### src/rtl/serial_subtractor_pkg.sv
// Shared types and defaults for the digit-serial subtractor.
package serial_subtractor_pkg;

    typedef enum logic [1:0] {
        IDLE = 2'd0,
        CALC = 2'd1,
        DONE = 2'd2
    } state_e;

    localparam int unsigned DEFAULT_WIDTH = 8;
    localparam int unsigned DEFAULT_DIGIT = 4;

endpackage

### src/rtl/digit_subtractor.sv
// Combinational DIGIT-bit ripple subtractor built from full-subtractor cells.
module digit_subtractor
    import serial_subtractor_pkg::*;
#(
    parameter int unsigned DIGIT = DEFAULT_DIGIT
) (
    input  logic [DIGIT-1:0] a_i,
    input  logic [DIGIT-1:0] b_i,
    input  logic             bin_i,
    output logic [DIGIT-1:0] diff_o,
    output logic             bout_o
);

    logic [DIGIT:0] br;

    always_comb begin
        br     = '0;
        diff_o = '0;
        br[0]  = bin_i;
        for (int unsigned i = 0; i < DIGIT; i++) begin
            diff_o[i] = a_i[i] ^ b_i[i] ^ br[i];
            br[i+1]   = (~a_i[i] & b_i[i]) | (~(a_i[i] ^ b_i[i]) & br[i]);
        end
    end

    assign bout_o = br[DIGIT];

endmodule

### src/rtl/serial_subtractor.sv
// Digit-serial subtractor: a - b - bin, DIGIT bits per cycle, valid/ready on both sides.
module serial_subtractor
    import serial_subtractor_pkg::*;
#(
    parameter int unsigned WIDTH = DEFAULT_WIDTH,
    parameter int unsigned DIGIT = DEFAULT_DIGIT
) (
    input  logic             clk,
    input  logic             rst_n,
    input  logic             in_valid,
    output logic             in_ready,
    input  logic [WIDTH-1:0] a,
    input  logic [WIDTH-1:0] b,
    input  logic             bin,
    output logic             out_valid,
    input  logic             out_ready,
    output logic [WIDTH-1:0] diff,
    output logic             bout,
    output logic             zero,
    output logic             ovf
);

    localparam int unsigned N    = WIDTH / DIGIT;
    localparam int unsigned CW   = (N > 1) ? $clog2(N) : 1;
    localparam logic [CW-1:0] LAST = CW'(N - 1);

    generate
        if (DIGIT < 1 || DIGIT > WIDTH || (WIDTH % DIGIT) != 0) begin : g_bad_params
            $error("serial_subtractor: WIDTH must be a non-zero multiple of DIGIT");
        end
    endgenerate

    state_e           state_q;
    logic [CW-1:0]    cnt_q;
    logic [WIDTH-1:0] a_q, b_q, diff_q, diff_d;
    logic             a_msb_q, b_msb_q, borrow_q;
    logic             bout_q, zero_q, ovf_q, in_ready_q, out_valid_q;
    logic [DIGIT-1:0] dig_diff;
    logic             dig_bout;

    digit_subtractor #(.DIGIT(DIGIT)) u_digit (
        .a_i    (a_q[DIGIT-1:0]),
        .b_i    (b_q[DIGIT-1:0]),
        .bin_i  (borrow_q),
        .diff_o (dig_diff),
        .bout_o (dig_bout)
    );

    // Operands shift right and results shift in from the top, so after N
    // cycles diff_q holds the full result with digit 0 at the LSB end.
    generate
        if (N == 1) begin : g_single
            assign diff_d = dig_diff;
        end else begin : g_multi
            assign diff_d = {dig_diff, diff_q[WIDTH-1:DIGIT]};
        end
    endgenerate

    always_ff @(posedge clk or negedge rst_n) begin
        if (!rst_n) begin
            state_q     <= IDLE;
            cnt_q       <= '0;
            a_q         <= '0;
            b_q         <= '0;
            a_msb_q     <= 1'b0;
            b_msb_q     <= 1'b0;
            borrow_q    <= 1'b0;
            diff_q      <= '0;
            bout_q      <= 1'b0;
            zero_q      <= 1'b0;
            ovf_q       <= 1'b0;
            in_ready_q  <= 1'b1;
            out_valid_q <= 1'b0;
        end else begin
            case (state_q)
                IDLE: begin
                    if (in_valid && in_ready_q) begin
                        a_q        <= a;
                        b_q        <= b;
                        a_msb_q    <= a[WIDTH-1];
                        b_msb_q    <= b[WIDTH-1];
                        borrow_q   <= bin;
                        cnt_q      <= '0;
                        diff_q     <= '0;
                        bout_q     <= 1'b0;
                        zero_q     <= 1'b0;
                        ovf_q      <= 1'b0;
                        in_ready_q <= 1'b0;
                        state_q    <= CALC;
                    end
                end
                CALC: begin
                    a_q      <= a_q >> DIGIT;
                    b_q      <= b_q >> DIGIT;
                    borrow_q <= dig_bout;
                    diff_q   <= diff_d;
                    if (cnt_q == LAST) begin
                        bout_q      <= dig_bout;
                        zero_q      <= (diff_d == '0);
                        ovf_q       <= (a_msb_q != b_msb_q) && (diff_d[WIDTH-1] != a_msb_q);
                        out_valid_q <= 1'b1;
                        state_q     <= DONE;
                    end else begin
                        cnt_q <= cnt_q + CW'(1);
                    end
                end
                DONE: begin
                    if (out_ready) begin
                        out_valid_q <= 1'b0;
                        in_ready_q  <= 1'b1;
                        state_q     <= IDLE;
                    end
                end
                default: begin
                    out_valid_q <= 1'b0;
                    in_ready_q  <= 1'b1;
                    state_q     <= IDLE;
                end
            endcase
        end
    end

    assign in_ready  = in_ready_q;
    assign out_valid = out_valid_q;
    assign diff      = diff_q;
    assign bout      = bout_q;
    assign zero      = zero_q;
    assign ovf       = ovf_q;

endmodule

### config.mk
export PLATFORM = sky130hd
export DESIGN_NAME = serial_subtractor
export DESIGN_NICKNAME = d
export VERILOG_FILES = /design/src/rtl/serial_subtractor_pkg.sv /design/src/rtl/digit_subtractor.sv /design/src/rtl/serial_subtractor.sv
export SDC_FILE = /design/constraint.sdc
export NUM_CORES = 1
export LEC_CHECK = 0
export ABC_AREA = 1
export BUFFER_PORTS_ARGS = -buffer_cell sky130_fd_sc_hd__buf_2
export CORE_ASPECT_RATIO = 1.4
export CORE_MARGIN = 5
export CORE_UTILIZATION = 50
export DETAILED_ROUTE_END_ITERATION = 10
export PLACE_DENSITY = 0.79
export SKIP_CTS_REPAIR_TIMING = 1
export SYNTH_ARGS = -nofsm -noshare
export SYNTH_HDL_FRONTEND = slang
export SYNTH_HIERARCHICAL = 1
export SYNTH_SLANG_ARGS = --single-unit
### constraint.sdc
create_clock -name clk -period 2.7 [get_ports clk]
set_input_delay 0.405 -clock clk [delete_from_list [all_inputs] [get_ports clk]]
set_output_delay 0.405 -clock clk [all_outputs]
set_load 0.1 [all_outputs]
==> flow_summary.toml <==
[layout]
fin_area_sq_mm = 0.00192
final_nets = 254
areaGrowthSynthToFinish_pct = 14.3
n_fill_cell = 327
final_util_pct = 58.0
num_antenna_cells = 0
drive_gt1_share_pct = 21.3

[logic_synthesis]
ys_async_sr_fraction_pct = 100
synth.top_cell.area_share_pct = 50.5
ys.flop_type = "dfrtp_1"
yosys_warnings = 6
syn-cell-area_sq_mm = 0.00168
ys_seq_area_share_pct = 52.1
synth-edff-count = 0
synth_cell_types = 18
synthTopCellsByArea = "dfrtp_1 51%, nand2_1 14%, nand3_1 6.5%"
postSynthCellCount = 196
synth_top_area_cell = "dfrtp_1"
yosysMostFrequentCell = "nand2_1"
syn_area_per_cell_sq_um = 8.59
ys_top_cells_by_count = "65 x nand2_1, 34 x dfrtp_1, 26 x inv_1, 22 x nand3_1, 20 x o21ai_0"
syn-num-nets = 221
synth_seq_cells = 35

[clock_network]
cts_tree = "yes"
h-tree-depth = 2
root_buffer = "clkbuf_8"
cts_buffers = 5
clkTransAtPathRegs_ps = 70
cts.path.max_buffers = 2
cts.sinks = 35
clock_latency_ps = 290

[sta]
fin_tns_setup_ps = 0
finalSetupViolCount = 0
fin_worst_skew_ps = 2.05
post-route-min-period_ps = 2360
fmax_mhz = 424
rsz0062_at_grt = "false"
slew_viol_final = 0
max-slew-margin-rel_pct = 49.2
hold_viol_final = 0
fin_crit_sh_pct = 87.4
worst_pin_slew_ps = 763
holdWs_ps = 179

[drt]
first_pass_iters = 4
ant_nets = 0
drc_errors = 0
vias_per_cell = 4.88
first_iter_violations = 43
vias = 1318
wl_per_cell_um = 11.9
wl_mm = 3.21

[setup_path]
critPathMaxFanout = 3
cp-end-kind = "register"
cp_slowest_cell = "fa_1"
worstPathArrival_ps = 2530
worstPathRequired_ps = 2880
criticalPathCategory = "register to register"
startpoint_type = "register"
path_cells = "inv_1 > fa_1 > inv_1 > fa_1 > fa_1 > inv_1 > fa_1 > inv_1 > o21ai_0 > nand3_1 > nand2_1"
slowest_delay_ps = 440

[min_path]
hp-class = "primary input to asynchronous set/reset pin"

[global_routing]
antenna_found_initial = 0
grt_usage_pct = 16.0
grt_pass1_vias = 1302
grt_max_degree = 41
gr-total-overflow = 0
grt_pass1_wl_mm = 5.51

[floorplan]
die_x_um = 59.1
coreArea_sq_mm = 0.00332
initial_utilization_pct = 50.8
dieArea_sq_mm = 0.00465
io_pins = 34
die_height_um = 78.7
placementRows = 25

[run]
drv_cap = 0

[place]
io_buffers = 33
placed_area_sq_mm = 0.00182
routabilityCongestion = 0.792
hpwl_mm = 2.27

[status]
status = "completed"
==> registers in the layout, indices dropped and copies added (netlist names) <==
signal     count
a_msb_q        1
a_q            8
b_msb_q        1
b_q            8
borrow_q       1
bout           1
cnt_q          1
diff           8
in_ready       1
out_valid      1
ovf            1
state_q        2
zero           1
==> worst max-delay path: cells and delay by family, from the launching register on <==
kind	cells	cell delay, ps
adder cells (fa/ha/maj)	4	1340
buffers and inverters	4	310
AND/OR/NAND/NOR	2	130
AO/OA/AOI/OAI	1	80
flip-flops	1	380
==> cells by family after synthesis <==
family	after synthesis	synth area share, %
fa+ha+maj	4	4.76
simple gates	98	24.9
compound gates	24	7.58
buf+inv	35	10.7
flops	35	52.1
==> final cells by class <==
cell class / instances / area (sq um) / share of cell area (%)
Clock buffer: 8 / 100 / 5.20
Inverter: 28 / 105 / 5.46
Tap cell: 40 / 50.0 / 2.60
Timing Repair Buffer: 33 / 165 / 8.58
Sequential cell: 35 / 877 / 45.6
Multi-Input combinational cell: 126 / 627 / 32.6
==> placed cells by master (no fill, tap or decap), drive strengths merged <==
cell	netlist	routed
fa	4	4
clkbuf	0	8
nand2	68	68
buf	7	33
inv	28	28
nand3	22	22
dfstp	1	1
o21ai	24	24
nand3b	1	1
nor2	7	7
dfrtp	34	34
==> worst paths after layout <==
check / startpoint / end / slack [ps] / depth (start not counted)
min in group clk: b[5] / b_q[5] / 320 / 3
max reg2reg: b_q[0] / ovf / 340 / 11
max: b_q[0] / ovf / 340 / 11
min reg2reg: in_ready / in_ready / 480 / 2
min: rst_n / a_q[7] / 180 / 1
max in group asynchronous: rst_n / b_q[0] / 2020 / 1
==> stage by stage <==
| stage | instances | setup slack (ps) |
|---|---|---|
| 2_1_floorplan | 196 | 458 |
| 3_3_place_gp | 262 | 404 |
| 3_5_place_dp | 262 | 347 |
| 4_1_cts | 270 | 347 |
| 5_1_grt | 270 | 221 |
| 6_report | 270 | 341 |
==> metal layers <==
metal  part of all wire (%)  up-vias  global-route usage, %
met2                     52       28                   27.1
met5                      0        -                      0
met4                    2.6        0                   8.16
met1                     39      612                   17.1
li1                       -      669                      -
met3                    5.7        9                   5.59
Power is left out: the tool's default activity adds up to more than one toggle a clock period on the data nets, which glitch-free logic cannot reach.
